[src/rtl/fp_pkg.sv]
// Shared definitions for the floating-point add/subtract front end.
// Latency: n/a (types, constants and pure functions only).
// Backpressure: n/a.
package fp_pkg;

  // Default formats. Field positions for any format are: fraction at
  // [MAN_W-1:0], exponent at [MAN_W+EXP_W-1:MAN_W], sign at MSB.
  localparam int unsigned SP_EXP_W = 8;
  localparam int unsigned SP_MAN_W = 23;
  localparam int unsigned HP_EXP_W = 5;
  localparam int unsigned HP_MAN_W = 10;

  typedef enum logic [2:0] {
    FP_ZERO,
    FP_DENORM,
    FP_NORMAL,
    FP_INF,
    FP_QNAN,
    FP_SNAN
  } fp_class_e;

  // Canonical quiet NaN (sign 0, exponent all ones, fraction MSB set),
  // returned right-aligned in a 64-bit word; callers slice to their width.
  function automatic logic [63:0] fp_qnan(input int unsigned exp_w,
                                          input int unsigned man_w);
    logic [63:0] r;
    r = ((64'd1 << exp_w) - 64'd1) << man_w;
    r = r | (64'd1 << (man_w - 1));
    return r;
  endfunction

endpackage

[src/rtl/fp_classify.sv]
// Combinational unpack of one operand: class, hidden bit, effective exponent.
// Latency: 0 cycles (pure combinational).
// Backpressure: none; follows its inputs.
// Ports: exp_i/frac_i = exponent and fraction fields; cls_o = operand class;
//        hidden_o = implicit significand bit; eff_exp_o = biased exponent
//        with denormals/zeros mapped to 1.
module fp_classify
  import fp_pkg::*;
#(
  parameter int EXP_W = 8,
  parameter int MAN_W = 23
) (
  input  logic [EXP_W-1:0] exp_i,
  input  logic [MAN_W-1:0] frac_i,
  output fp_class_e        cls_o,
  output logic             hidden_o,
  output logic [EXP_W-1:0] eff_exp_o
);

  logic exp_zero;
  logic exp_ones;
  logic frac_zero;

  assign exp_zero  = (exp_i == '0);
  assign exp_ones  = (exp_i == '1);
  assign frac_zero = (frac_i == '0);

  always_comb begin
    cls_o = FP_NORMAL;
    if (exp_zero) begin
      cls_o = frac_zero ? FP_ZERO : FP_DENORM;
    end else if (exp_ones) begin
      if (frac_zero) begin
        cls_o = FP_INF;
      end else if (frac_i[MAN_W-1]) begin
        cls_o = FP_QNAN;
      end else begin
        cls_o = FP_SNAN;
      end
    end
  end

  // Denormals share the scale of the smallest normal, hence exponent 1.
  assign hidden_o  = ~exp_zero;
  assign eff_exp_o = exp_zero ? EXP_W'(1) : exp_i;

endmodule

[src/rtl/fp_unpack_align.sv]
// Operand unpack/compare stage: classify, order by magnitude, alignment shift.
// Latency: 1 cycle from input handshake to out_valid; 1 bundle/cycle.
// Backpressure: output register + one-entry skid; in_ready is registered and
//               drops only while the skid entry holds a bundle.
// Ports: in_valid/in_ready/in_a/in_b/in_op = input handshake and operands;
//        out_valid/out_ready = output handshake; out_* = aligned bundle.
module fp_unpack_align
  import fp_pkg::*;
#(
  parameter int EXP_W = SP_EXP_W,
  parameter int MAN_W = SP_MAN_W,
  parameter int W     = 1 + EXP_W + MAN_W,
  parameter int SH_W  = $clog2(MAN_W + 4)
) (
  input  logic             clk,
  input  logic             rst,
  input  logic             in_valid,
  output logic             in_ready,
  input  logic [W-1:0]     in_a,
  input  logic [W-1:0]     in_b,
  input  logic             in_op,
  output logic             out_valid,
  input  logic             out_ready,
  output logic             out_big_sign,
  output logic             out_small_sign,
  output logic [EXP_W-1:0] out_big_exp,
  output logic [MAN_W:0]   out_big_man,
  output logic [MAN_W:0]   out_small_man,
  output logic [SH_W-1:0]  out_shift,
  output logic             out_eff_sub,
  output logic             out_swapped,
  output logic             out_special,
  output logic [W-1:0]     out_special_res,
  output logic             out_invalid
);

  typedef struct packed {
    logic             big_sign;
    logic             small_sign;
    logic [EXP_W-1:0] big_exp;
    logic [MAN_W:0]   big_man;
    logic [MAN_W:0]   small_man;
    logic [SH_W-1:0]  shift;
    logic             eff_sub;
    logic             swapped;
    logic             special;
    logic [W-1:0]     special_res;
    logic             invalid;
  } bundle_t;

  localparam logic [63:0]    QNAN_WIDE = fp_qnan(EXP_W, MAN_W);
  localparam logic [W-1:0]   QNAN      = QNAN_WIDE[W-1:0];
  localparam logic [W-2:0]   INF_MAG   = {{EXP_W{1'b1}}, {MAN_W{1'b0}}};
  localparam logic [EXP_W:0] SH_SAT    = (EXP_W + 1)'(MAN_W + 3);

  // ---------------- operand unpack ----------------
  logic             a_sign, b_sign_eff;
  logic [W-2:0]     a_mag, b_mag;
  fp_class_e        a_cls, b_cls;
  logic             a_hid, b_hid;
  logic [EXP_W-1:0] a_eexp, b_eexp;

  assign a_sign     = in_a[W-1];
  assign b_sign_eff = in_b[W-1] ^ in_op;
  assign a_mag      = in_a[W-2:0];
  assign b_mag      = in_b[W-2:0];

  fp_classify #(.EXP_W(EXP_W), .MAN_W(MAN_W)) u_cls_a (
    .exp_i     (in_a[W-2:MAN_W]),
    .frac_i    (in_a[MAN_W-1:0]),
    .cls_o     (a_cls),
    .hidden_o  (a_hid),
    .eff_exp_o (a_eexp)
  );

  fp_classify #(.EXP_W(EXP_W), .MAN_W(MAN_W)) u_cls_b (
    .exp_i     (in_b[W-2:MAN_W]),
    .frac_i    (in_b[MAN_W-1:0]),
    .cls_o     (b_cls),
    .hidden_o  (b_hid),
    .eff_exp_o (b_eexp)
  );

  // ---------------- compare, shift, specials ----------------
  logic             swap;
  logic [EXP_W-1:0] small_eexp;
  logic [EXP_W:0]   exp_diff;
  logic             a_nan, b_nan, a_inf, b_inf;
  bundle_t          nxt;

  assign swap  = (b_mag > a_mag);
  assign a_nan = (a_cls == FP_QNAN) || (a_cls == FP_SNAN);
  assign b_nan = (b_cls == FP_QNAN) || (b_cls == FP_SNAN);
  assign a_inf = (a_cls == FP_INF);
  assign b_inf = (b_cls == FP_INF);

  // Magnitude order implies eff_exp_big >= eff_exp_small, so the extra bit
  // only guards against wrap; it never goes negative.
  assign small_eexp = swap ? a_eexp : b_eexp;

  always_comb begin
    nxt            = '0;
    nxt.big_sign   = swap ? b_sign_eff : a_sign;
    nxt.small_sign = swap ? a_sign : b_sign_eff;
    nxt.big_exp    = swap ? b_eexp : a_eexp;
    nxt.big_man    = swap ? {b_hid, in_b[MAN_W-1:0]} : {a_hid, in_a[MAN_W-1:0]};
    nxt.small_man  = swap ? {a_hid, in_a[MAN_W-1:0]} : {b_hid, in_b[MAN_W-1:0]};
    nxt.eff_sub    = a_sign ^ b_sign_eff;
    nxt.swapped    = swap;

    exp_diff = {1'b0, nxt.big_exp} - {1'b0, small_eexp};
    if (exp_diff > SH_SAT) begin
      nxt.shift = SH_SAT[SH_W-1:0];
    end else begin
      nxt.shift = exp_diff[SH_W-1:0];
    end

    if (a_nan || b_nan) begin
      nxt.special     = 1'b1;
      nxt.special_res = QNAN;
      nxt.invalid     = (a_cls == FP_SNAN) || (b_cls == FP_SNAN);
    end else if (a_inf && b_inf && nxt.eff_sub) begin
      nxt.special     = 1'b1;
      nxt.special_res = QNAN;
      nxt.invalid     = 1'b1;
    end else if (a_inf) begin
      nxt.special     = 1'b1;
      nxt.special_res = {a_sign, INF_MAG};
    end else if (b_inf) begin
      nxt.special     = 1'b1;
      nxt.special_res = {b_sign_eff, INF_MAG};
    end
  end

  // ---------------- output register + skid ----------------
  bundle_t out_q, out_d, skid_q, skid_d;
  logic    out_vld_q, out_vld_d;
  logic    skid_vld_q, skid_vld_d;
  logic    in_rdy_q, in_rdy_d;
  logic    accept;

  assign accept = in_valid & in_rdy_q;

  always_comb begin
    out_d      = out_q;
    out_vld_d  = out_vld_q;
    skid_d     = skid_q;
    skid_vld_d = skid_vld_q;
    if (!out_vld_q || out_ready) begin
      // Output register frees up: drain the skid first to keep order.
      // accept cannot be high here while the skid is full.
      if (skid_vld_q) begin
        out_d      = skid_q;
        out_vld_d  = 1'b1;
        skid_vld_d = 1'b0;
      end else begin
        out_vld_d = accept;
        if (accept) begin
          out_d = nxt;
        end
      end
    end else if (accept) begin
      skid_d     = nxt;
      skid_vld_d = 1'b1;
    end
    in_rdy_d = ~skid_vld_d;
  end

  always_ff @(posedge clk or posedge rst) begin
    if (rst) begin
      out_q      <= '0;
      out_vld_q  <= 1'b0;
      skid_q     <= '0;
      skid_vld_q <= 1'b0;
      in_rdy_q   <= 1'b1;
    end else begin
      out_q      <= out_d;
      out_vld_q  <= out_vld_d;
      skid_q     <= skid_d;
      skid_vld_q <= skid_vld_d;
      in_rdy_q   <= in_rdy_d;
    end
  end

  assign in_ready        = in_rdy_q;
  assign out_valid       = out_vld_q;
  assign out_big_sign    = out_q.big_sign;
  assign out_small_sign  = out_q.small_sign;
  assign out_big_exp     = out_q.big_exp;
  assign out_big_man     = out_q.big_man;
  assign out_small_man   = out_q.small_man;
  assign out_shift       = out_q.shift;
  assign out_eff_sub     = out_q.eff_sub;
  assign out_swapped     = out_q.swapped;
  assign out_special     = out_q.special;
  assign out_special_res = out_q.special_res;
  assign out_invalid     = out_q.invalid;

endmodule
[config.mk]
export PLATFORM = sky130hd
export DESIGN_NAME = fp_unpack_align
export DESIGN_NICKNAME = d
export VERILOG_FILES = /design/src/rtl/fp_pkg.sv /design/src/rtl/fp_classify.sv /design/src/rtl/fp_unpack_align.sv
export SDC_FILE = /design/constraint.sdc
export NUM_CORES = 1
export LEC_CHECK = 0
export CORE_MARGIN = 2
export CORE_UTILIZATION = 52
export CTS_CLUSTER_DIAMETER = 40
export DETAILED_ROUTE_END_ITERATION = 8
export PLACE_DENSITY = 0.81
export SLEW_MARGIN = 25
export SYNTH_ARGS = -nofsm -noshare
export SYNTH_HDL_FRONTEND = slang
export SYNTH_SLANG_ARGS = --single-unit
[constraint.sdc]
create_clock -name clk -period 4.5 [get_ports clk]
set_input_delay 0.45 -clock clk [delete_from_list [all_inputs] [get_ports clk]]
set_output_delay 0.45 -clock clk [all_outputs]
set_load 0.005 [all_outputs]
==> results of run 1 <==
-- power by group through the flow --
| stage | registers [mW] | clock network (mW) | logic, mW |
|---|---|---|---|
| 4_1_cts | 1.82 | 1.45 | 1.63 |
| 5_1_grt | 1.86 | 1.51 | 1.87 |
| 2_1_floorplan | 1.80 | 0 | 0.793 |
| 3_3_place_gp | 1.82 | 0 | 1.55 |
| 3_5_place_dp | 1.84 | 0 | 1.59 |
| 6_report | 1.82 | 1.44 | 1.69 |
-- worst paths after layout --
check | start | to | slack [ns] | depth (start not counted)
hold / removal | in_a[8] | skid_q[73]$_DFFE_PP0P_ | 0.47 | 4
setup reg to reg | skid_vld_q$_DFF_PP0_ | out_small_man[19]$_DFFE_PP0P_ | 2.18 | 4
hold reg to reg | out_special_res[31]$_DFFE_PP0P_ | out_special_res[31]$_DFFE_PP0P_ | 0.48 | 2
max in group asynchronous | rst | out_big_exp[1]$_DFFE_PP0P_ | 3.10 | 3
setup / recovery | in_a[17] | out_shift[0]$_DFFE_PP0P_ | 0.06 | 20
min in group asynchronous | rst | out_big_man[8]$_DFFE_PP0P_ | 0.56 | 2
-- cells in the mapped netlist, types with 6 or more instances --
library cell  number
dfrtp_1          140
nor4_1            14
buf_2              8
nand3_1           11
clkbuf_1          46
nor2_1            90
a21oi_1           94
o21ai_0          139
mux2i_1           60
nor3_1             8
buf_4             30
xnor2_1            8
ha_1              39
nand2_1          158
inv_1             44
o211ai_1           6
nand4_1           14
-- metal layers --
layer  track usage  vias to the layer above
li1              -                     3798
met1        0.4193                     3936
met2        0.4873                      376
met3       0.05285                       53
met4        0.1056                        0
met5             0                        -
-- worst min-delay path, cell delays in order --
cell and delay, ns:
clkbuf_2 0.09, buf_4 0.11, mux2i_1 0.07, o21ai_0 0.14
-- cell families (layout without fill, tap and decap cells) --
logic type	count (synthesis)	in the layout
flip-flops	141	141
AO/OA/AOI/OAI	274	274
buffers and inverters	131	361
other	1	22
adder cells (fa/ha/maj)	40	40
XOR/XNOR	10	10
multiplexers	62	62
AND/OR/NAND/NOR	315	315
-- state kept, by name, indices dropped and copies added, names as in the netlist --
| signal | flops |
|---|---|
| out_invalid | 1 |
| out_special_res | 3 |
| out_big_sign | 1 |
| out_valid | 1 |
| out_eff_sub | 1 |
| out_big_exp | 8 |
| out_small_sign | 1 |
| in_ready | 1 |
| out_swapped | 1 |
| skid_vld_q | 1 |
| out_small_man | 24 |
| out_big_man | 24 |
| out_shift | 5 |
| skid_q | 69 |
-- timing repair --
item	CTS	global route
setup endpoints to repair	10	10
setup buffers	11	3
pin swaps	36	32
resized for setup	87	145
-- final cells by class --
type	instances	area, µm²	area share
Inverter	44	180.2	0.01553
Multi-Input combinational cell	723	4682	0.4036
Clock inverter	13	151.4	0.01305
Tap cell	211	264.0	0.02276
Sequential cell	141	3533	0.3046
Clock buffer	19	452.9	0.03904
Timing Repair Buffer	285	2337	0.2015
-- through the flow --
step           cell area [µm²]  std cells  setup TNS (ns)  utilization
4_1_cts                  11510       1434               0       0.7513
3_5_place_dp             10710       1391          -6.665       0.6991
2_1_floorplan             8438        995               0            -
3_3_place_gp             10700       1391          -5.496       0.6985
6_report                 11600       1436               0       0.7575
5_1_grt                  11600       1436         -0.6417       0.7575
==> impl_metrics.yaml, run 1 <==
run_status:
  status: "finished, final reports clean"
worst_setup_path:
  critPathLaunchType: "input port"
  path_cells: "dlygate4sd2_1 > inv_1 > ha_4 > nand4_1 > or4_4 > nor2_4 > buf_4 > a22oi_2 > mux2_4 > ha_4 > fa_2 > and3b_2 > o31a_1 > nor3_2 > nor3_2 > o32ai_2 > a221oi_2 > o211ai_2 > buf_6 > o31ai_4"
  cp-end-kind: "register"
  slowest_stage: "or4_4"
  critPathBufInv: 4
  crit_family: "simple AND/OR/NAND/NOR gates"
  crit_arrival_ns: 4.79
  max_stage_delay_ns: 0.59
  crit_type: "in -> reg"
  required_ns: 4.84
  path_max_fanout: 4
die:
  core-area_mm2: 0.01531
  die-area_mm2: 0.01678
  die_h_um: 129.6
  initial_core_util: 0.5352
  die_x_um: 129.6
  rows: 45
  ioPinCount: 170
power:
  p_clk_frac: 0.291
  p_seq_frac: 0.368
  p_switching_mw: 1.638
  finalPower_mw: 4.962
  ir_drop_v: 0.0002698
  swShare: 0.3302
  powerDensity_mw_per_mm2: 427.7
  p_int_mw: 3.323
  p_leak_nw: 5.481
  combPwrFrac: 0.341
detailed_routing:
  vias_per_cell: 5.685
  ant_nets: 0
  dr.first_iter.drc_count: 733
  post_drt_wl_per_cell_um: 17.69
  first_pass_iters: 5
  met1_length_mm: 10.67
  wl_met3_mm: 1.826
  vias: 8163
  wl_mm: 25.41
  top_layer: "met4"
  routed-wl-met2_mm: 12.30
  drc: 0
place:
  gp_congestion: 0.9060
  dp_hpwl_mm: 17.18
  portBuffers: 147
  dpl_worst_slack_ns: -0.7022
yosys:
  synth_cells: 974
  ys.flop_type: "dfrtp_1"
  ys_seq_area_frac: 0.4306
  ys_ff_latch: 141
  synth_area_mm2: 0.008197
  avgSynthCellArea_um2: 8.415
  synth_mux_area_frac: 0.07602
  yosys.area_share.xor_xnor: 0.01069
  synth_top_family_by_area: "compound AO/OA/AOI/OAI gates"
  synth.distinct_cells: 52
  synth.largest_area_cell: "dfrtp_1"
  synth_compound_area_frac: 0.1818
  synth-edff-count: 0
  synth.area.top_cells: "dfrtp_1, o21ai_0, mux2i_1, nand2_1, ha_1"
  synthAdderAreaFrac: 0.06198
  synth-simple-area-share: 0.1635
  yosysTopAreaCellShare: 0.4274
  ys.warnings.count: 0
  async_reset_ff_frac: 1.000
clock_network:
  cts_buffers: 17
  cts-hold-fix-buffers: 0
  cts.sinks: 141
  ctsLongestPathBuffers: 2
  cts_root_buffer: "clkbuf_16"
  path_clk_slew_ns: 0.06
  tritoncts: "yes"
  insertion_delay_ns: 0.44
  h-tree-depth: 4
finish:
  num_antenna_cells: 0
  drive_above_1_share: 0.2514
  nets: 1321
  syn2layout_area_growth_pct: 41.54
  final_common_cell: "nand2_1"
  layout_common_cells: "nand2_1, dfrtp_1, o21ai_0, buf_4, a21oi_1"
  fill_cells: 1068
timing:
  setup_viol: 0
  timing.hold.ws_ns: 0.4711
  drv_slew: 0
  relSlewSlack: 0.3880
  finalCriticalPeriod_ns: 4.441
  finalCritPeriodShare: 0.9868
  max_freq_mhz: 225.2
  hold_viol: 0
  worst_slew_pin_slew_ns: 0.9179
  fin_ws_ns: 0.05921
  fin_skew_ns: 0.01535
min_path:
  min_path_type: "in -> reg"
grt:
  grt_max_degree: 134
  grt_pass1_vias: 7765
  antenna_found_initial: 0
  grt_usage: 0.3036
  grt-ovfl-total: 0
  grt_pass1_wl_mm: 39.47
job:
  cap_viol_max_count: 0
Note: power is estimated with default switching activity, not from simulation.
==> inputs of run 2 (changes only) <==
- SLEW_MARGIN: 25 -> unset
==> impl_metrics.yaml, run 2 (same netlist as run 1, synthesis figures left out) <==
clock_network:
  cts.sinks: 141
  tritoncts: "yes"
  cts-hold-fix-buffers: 0
  cts_root_buffer: "clkbuf_16"
  cts_buffers: 17
  h-tree-depth: 4
  ctsLongestPathBuffers: 2
  path_clk_slew_ns: 0.06
  insertion_delay_ns: 0.44
die:
  die-area_mm2: 0.01678
  initial_core_util: 0.5352
  rows: 45
  die_h_um: 129.6
  core-area_mm2: 0.01531
  ioPinCount: 170
  die_x_um: 129.6
finish:
  final_cells: 1444
  regMostFlops: "skid_q"
  seq_area_mm2: 0.003533
  fill_cells: 1040
  num_antenna_cells: 0
  layout_common_cells: "nand2_1, buf_4, dfrtp_1, o21ai_0"
  syn2layout_area_growth_pct: 43.22
  fin_area_mm2: 0.01174
  drive_above_1_share: 0.2393
  fin_util: 0.7665
  nets: 1329
  multi_input_area_mm2: 0.004667
  final_common_cell: "nand2_1"
  largest_register_ffs: 69
detailed_routing:
  ant_nets: 0
  wl_mm: 25.01
  drc: 0
  vias_per_cell: 5.601
  first_pass_iters: 5
  vias: 8088
  post_drt_wl_per_cell_um: 17.32
  dr.first_iter.drc_count: 544
worst_setup_path:
  critPathLaunchType: "input port"
  path_max_fanout: 4
  slowest_stage: "a221oi_1"
  crit_top_cell: "buf_4"
  crit_type: "in -> reg"
  path_cells: "dlygate4sd2_1 > ha_4 > a21oi_2 > o21ai_2 > a211oi_2 > o211ai_1 > buf_4 > a22oi_2 > buf_4 > buf_2 > a21o_1 > fa_2 > and3b_2 > buf_4 > nor4_2 > nor3_2 > nor3_2 > o32ai_1 > a221oi_1 > o211ai_2 > buf_6 > o31ai_2"
  max_stage_delay_ns: 0.32
  cp-end-kind: "register"
  required_ns: 4.85
  crit_arrival_ns: 4.72
min_path:
  min_path_type: "reg -> reg"
timing:
  rsz0062_at_grt: "yes"
  drv_slew: 0
  max_freq_mhz: 228.7
  setup_viol: 0
  hold_viol: 0
  fin_skew_ns: 0.01124
  finalCritPeriodShare: 0.9715
  finalCriticalPeriod_ns: 4.372
  worst_slew_pin_slew_ns: 1.157
  relSlewSlack: 0.2287
grt:
  grt_pass1_wl_mm: 38.43
  antenna_found_initial: 0
  grt_usage: 0.2960
  grt_pass1_vias: 7694
  grt_max_degree: 134
  grt-ovfl-total: 0
job:
  cap_viol_max_count: 0
place:
  place_area_mm2: 0.01070
  portBuffers: 147
  dp_cells: 1391
  dp_hpwl_mm: 17.25
  gp_congestion: 0.9060
power:
  p_leak_nw: 5.569
  ir_drop_v: 0.0003056
  finalPower_mw: 4.980
  powerDensity_mw_per_mm2: 424.2
run_status:
  status: "finished, final reports clean"
==> run 2: what timing repair did <==
item | CTS | global route
gates cloned | 0 | 1
pin swaps | 32 | 39
gates resized for setup | 78 | 124
setup buffers | 12 | 9
endpoints found under the setup margin | 10 | 10
==> run 2: worst max-delay path: cells and delay by family <==
kind / cells / cell delay, ns
and+or+nand+nor: 4 / 0.74
adders and majority gates: 2 / 0.50
buffers and inverters: 6 / 1.08
AOI/OAI and AO/OA: 10 / 1.94
==> run 2: final timing paths <==
kind,start,cells after the start,slack [ns],endpoint
max in group asynchronous,rst,3,3.08,skid_q[94]$_DFFE_PP0P_
worst min-delay path,out_small_man[10]$_DFFE_PP0P_,2,0.48,out_small_man[10]$_DFFE_PP0P_
worst max register to register,skid_vld_q$_DFF_PP0_,3,2.18,out_small_man[21]$_DFFE_PP0P_
worst max-delay path,in_b[16],22,0.13,out_shift[2]$_DFFE_PP0P_
min in group asynchronous,rst,2,0.55,out_big_man[3]$_DFFE_PP0P_
worst min register to register,out_small_man[10]$_DFFE_PP0P_,2,0.48,out_small_man[10]$_DFFE_PP0P_
==> run 2: routing by layer <==
metal	track usage	wire [µm]	up-vias
met3	0.04005	1493	58
met2	0.4718	11860	345
met5	0	0	-
met1	0.4117	10930	3874
li1	-	-	3811
met4	0.1202	726	0
==> run 2: final cells by class <==
type,instances,share of cell area
timing repair buffer,293,0.2126
clock inverter,12,0.01375
sequential,141,0.3010
inverter,44,0.01535
clock buffer,20,0.03720
tap,211,0.02249
multi-input combinational,723,0.3976
==> run 2: power breakdown <==
part	internal [mW]	switching (mW)
sequential	1.61	0.207
combinational	0.867	0.836
clock	0.878	0.578
total	3.36	1.62
==> run 2: per-stage QoR <==
stage          setup TNS (ns)  worst slack [ns]  hold slack (ns)
2_1_floorplan               0          0.001119           0.4408
3_3_place_gp           -5.496           -0.5985           0.4587
3_5_place_dp           -6.324           -0.6640           0.4647
4_1_cts                     0          0.008298           0.4826
5_1_grt               -0.3214          -0.05912           0.5008
6_report                    0            0.1282           0.4752
==> inputs of run 3 (changes only) <==
- PLACE_DENSITY: 0.81 -> unset
- PLACE_DENSITY_LB_ADDON: unset -> 0.12
==> impl_metrics.yaml, run 3 (same netlist as run 1, synthesis figures left out) <==
place:
  dp_hpwl_mm: 16.42
  place_area_mm2: 0.01067
  gp_congestion: 0.9010
  dp_cells: 1390
  portBuffers: 147
detailed_routing:
  ant_nets: 0
  vias: 7957
  post_drt_wl_per_cell_um: 16.90
  first_pass_iters: 5
  drc: 0
  vias_per_cell: 5.514
  wl_mm: 24.38
  dr.first_iter.drc_count: 617
clock_network:
  cts_root_buffer: "clkbuf_16"
  ctsLongestPathBuffers: 2
  h-tree-depth: 4
  cts.sinks: 141
  path_clk_slew_ns: 0.06
  insertion_delay_ns: 0.43
  tritoncts: "yes"
  cts_buffers: 17
worst_setup_path:
  worstReg2RegEnd: "out_shift[2]$_DFFE_PP0P_"
  rrSetupSlack_ns: 2.08
  required_ns: 4.84
  crit_type: "in -> reg"
  cp-end-kind: "register"
  critPathLaunchType: "input port"
  crit_arrival_ns: 4.78
  ff2ff_path_depth: 5
  timing.rr.start: "skid_vld_q$_DFF_PP0_"
  path_max_fanout: 5
timing:
  hold_viol: 0
  setup_viol: 0
  worst_slew_pin_slew_ns: 0.9126
  setup_tns_ns: 0
  finalCritPeriodShare: 0.9854
  drv_slew: 0
  relSlewSlack: 0.3916
  finalCriticalPeriod_ns: 4.434
  fin_skew_ns: 0.01002
  max_freq_mhz: 225.5
finish:
  final_common_cell: "nand2_1"
  fin_area_mm2: 0.01176
  largest_register_ffs: 69
  regMostFlops: "skid_q"
  final_cells: 1443
  num_antenna_cells: 0
  fin_util: 0.7680
  syn2layout_area_growth_pct: 43.49
  layout_common_cells: "nand2_1, buf_4, dfrtp_1, o21ai_0, nor2_1"
  nets: 1329
  drive_above_1_share: 0.2370
grt:
  grt_pass1_wl_mm: 37.29
  grt_max_degree: 100
  grt_usage: 0.2853
  grt-ovfl-total: 0
  antenna_found_initial: 0
  grt_pass1_vias: 7428
die:
  die_x_um: 129.6
  initial_core_util: 0.5352
  ioPinCount: 170
  die_h_um: 129.6
  die-area_mm2: 0.01678
  core-area_mm2: 0.01531
  rows: 45
min_path:
  min_path_type: "reg -> reg"
  holdPathEnd: "out_big_man[12]$_DFFE_PP0P_"
  hp-start: "out_big_man[12]$_DFFE_PP0P_"
  hold_path_depth: 2
job:
  cap_viol_max_count: 0
power:
  p_leak_nw: 5.527
  powerDensity_mw_per_mm2: 413.5
  p_seq_frac: 0.375
  p_clk_frac: 0.274
  p_switching_mw: 1.616
  p_int_mw: 3.248
  ir_drop_v: 0.0002663
  finalPower_mw: 4.863
  swShare: 0.3322
  combPwrFrac: 0.351
run_status:
  status: "finished, final reports clean"
## run 3: cell types whose count changed in the layout (fill, tap and decap cells not counted), moves of 3 or more
cell	change
mux2i_1	-5
clkbuf_2	-8
dlymetal6s2s_1	-6
dlygate4sd2_1	+16
clkinv_4	+3
mux2i_2	+3
## run 3: final cells by class
type	instances	area, µm²
clock inverters	13	120.1
clock buffers	18	429.2
well taps	211	264.0
inverters	44	180.2
fillers	1068	3553
repair buffers	293	2492
flip-flops and latches	141	3533
multi-input cells	723	4742
## run 3: per-stage QoR
step,hold WS [ns],setup slack [ns]
finish,0.4766,0.06587
global route,0.5033,-0.09444
CTS,0.4807,0.01178
detailed placement,0.4646,-0.7833
global placement,0.4547,-0.7119
floorplan,0.4408,0.001119
## run 3: worst max-delay path by stage
stage / startpoint / to / slack, ns / depth (start not counted)
6_report: in_a[29] / out_shift[0]$_DFFE_PP0P_ / 0.07 / 25
5_1_grt: in_a[29] / out_shift[2]$_DFFE_PP0P_ / -0.09 / 25
4_1_cts: in_a[0] / out_shift[3]$_DFFE_PP0P_ / 0.01 / 21
3_5_place_dp: in_a[13] / out_shift[0]$_DFFE_PP0P_ / -0.78 / 22
3_3_place_gp: in_a[13] / out_shift[0]$_DFFE_PP0P_ / -0.71 / 23
2_1_floorplan: in_a[26] / out_shift[3]$_DFFE_PP0P_ / 0.001 / 21
## run 3: critical path: stages
cell           delay (ns)
dlygate4sd2_1        0.25
inv_2                0.07
ha_4                 0.26
nand4_1              0.16
buf_4                0.19
buf_4                0.14
nor2_4               0.15
nand2_1              0.08
o211ai_1             0.10
buf_4                0.16
a22o_4               0.17
buf_8                0.13
buf_6                0.12
mux2i_2              0.24
inv_2                0.08
ha_4                 0.29
nand4_1              0.20
nor3_2               0.27
a211oi_2             0.07
nor3_2               0.21
o32ai_2              0.11
a221oi_2             0.29
o211ai_2             0.19
buf_6                0.18
o31ai_4              0.19
## run 3: routing by layer
metal,up-vias,routed length (µm),GRT usage
met1,3761,10990,0.4079
met4,0,658,0.09488
met2,322,11140,0.4467
met3,56,1592,0.04542
met5,-,0,0
li1,3818,-,-
## run 3: repair_timing
action,CTS,global route
pin swaps,34,39
resized for setup,88,110
setup endpoints to repair,10,10
hold buffers,0,0
setup buffers,15,9
## run 3: power by group through the flow
stage,clock network (mW),registers [mW],logic (mW)
floorplan,0,1.80,0.793
CTS,1.33,1.82,1.60
detailed placement,0,1.84,1.55
global route,1.39,1.86,1.89
global placement,0,1.83,1.52
finish,1.33,1.82,1.71
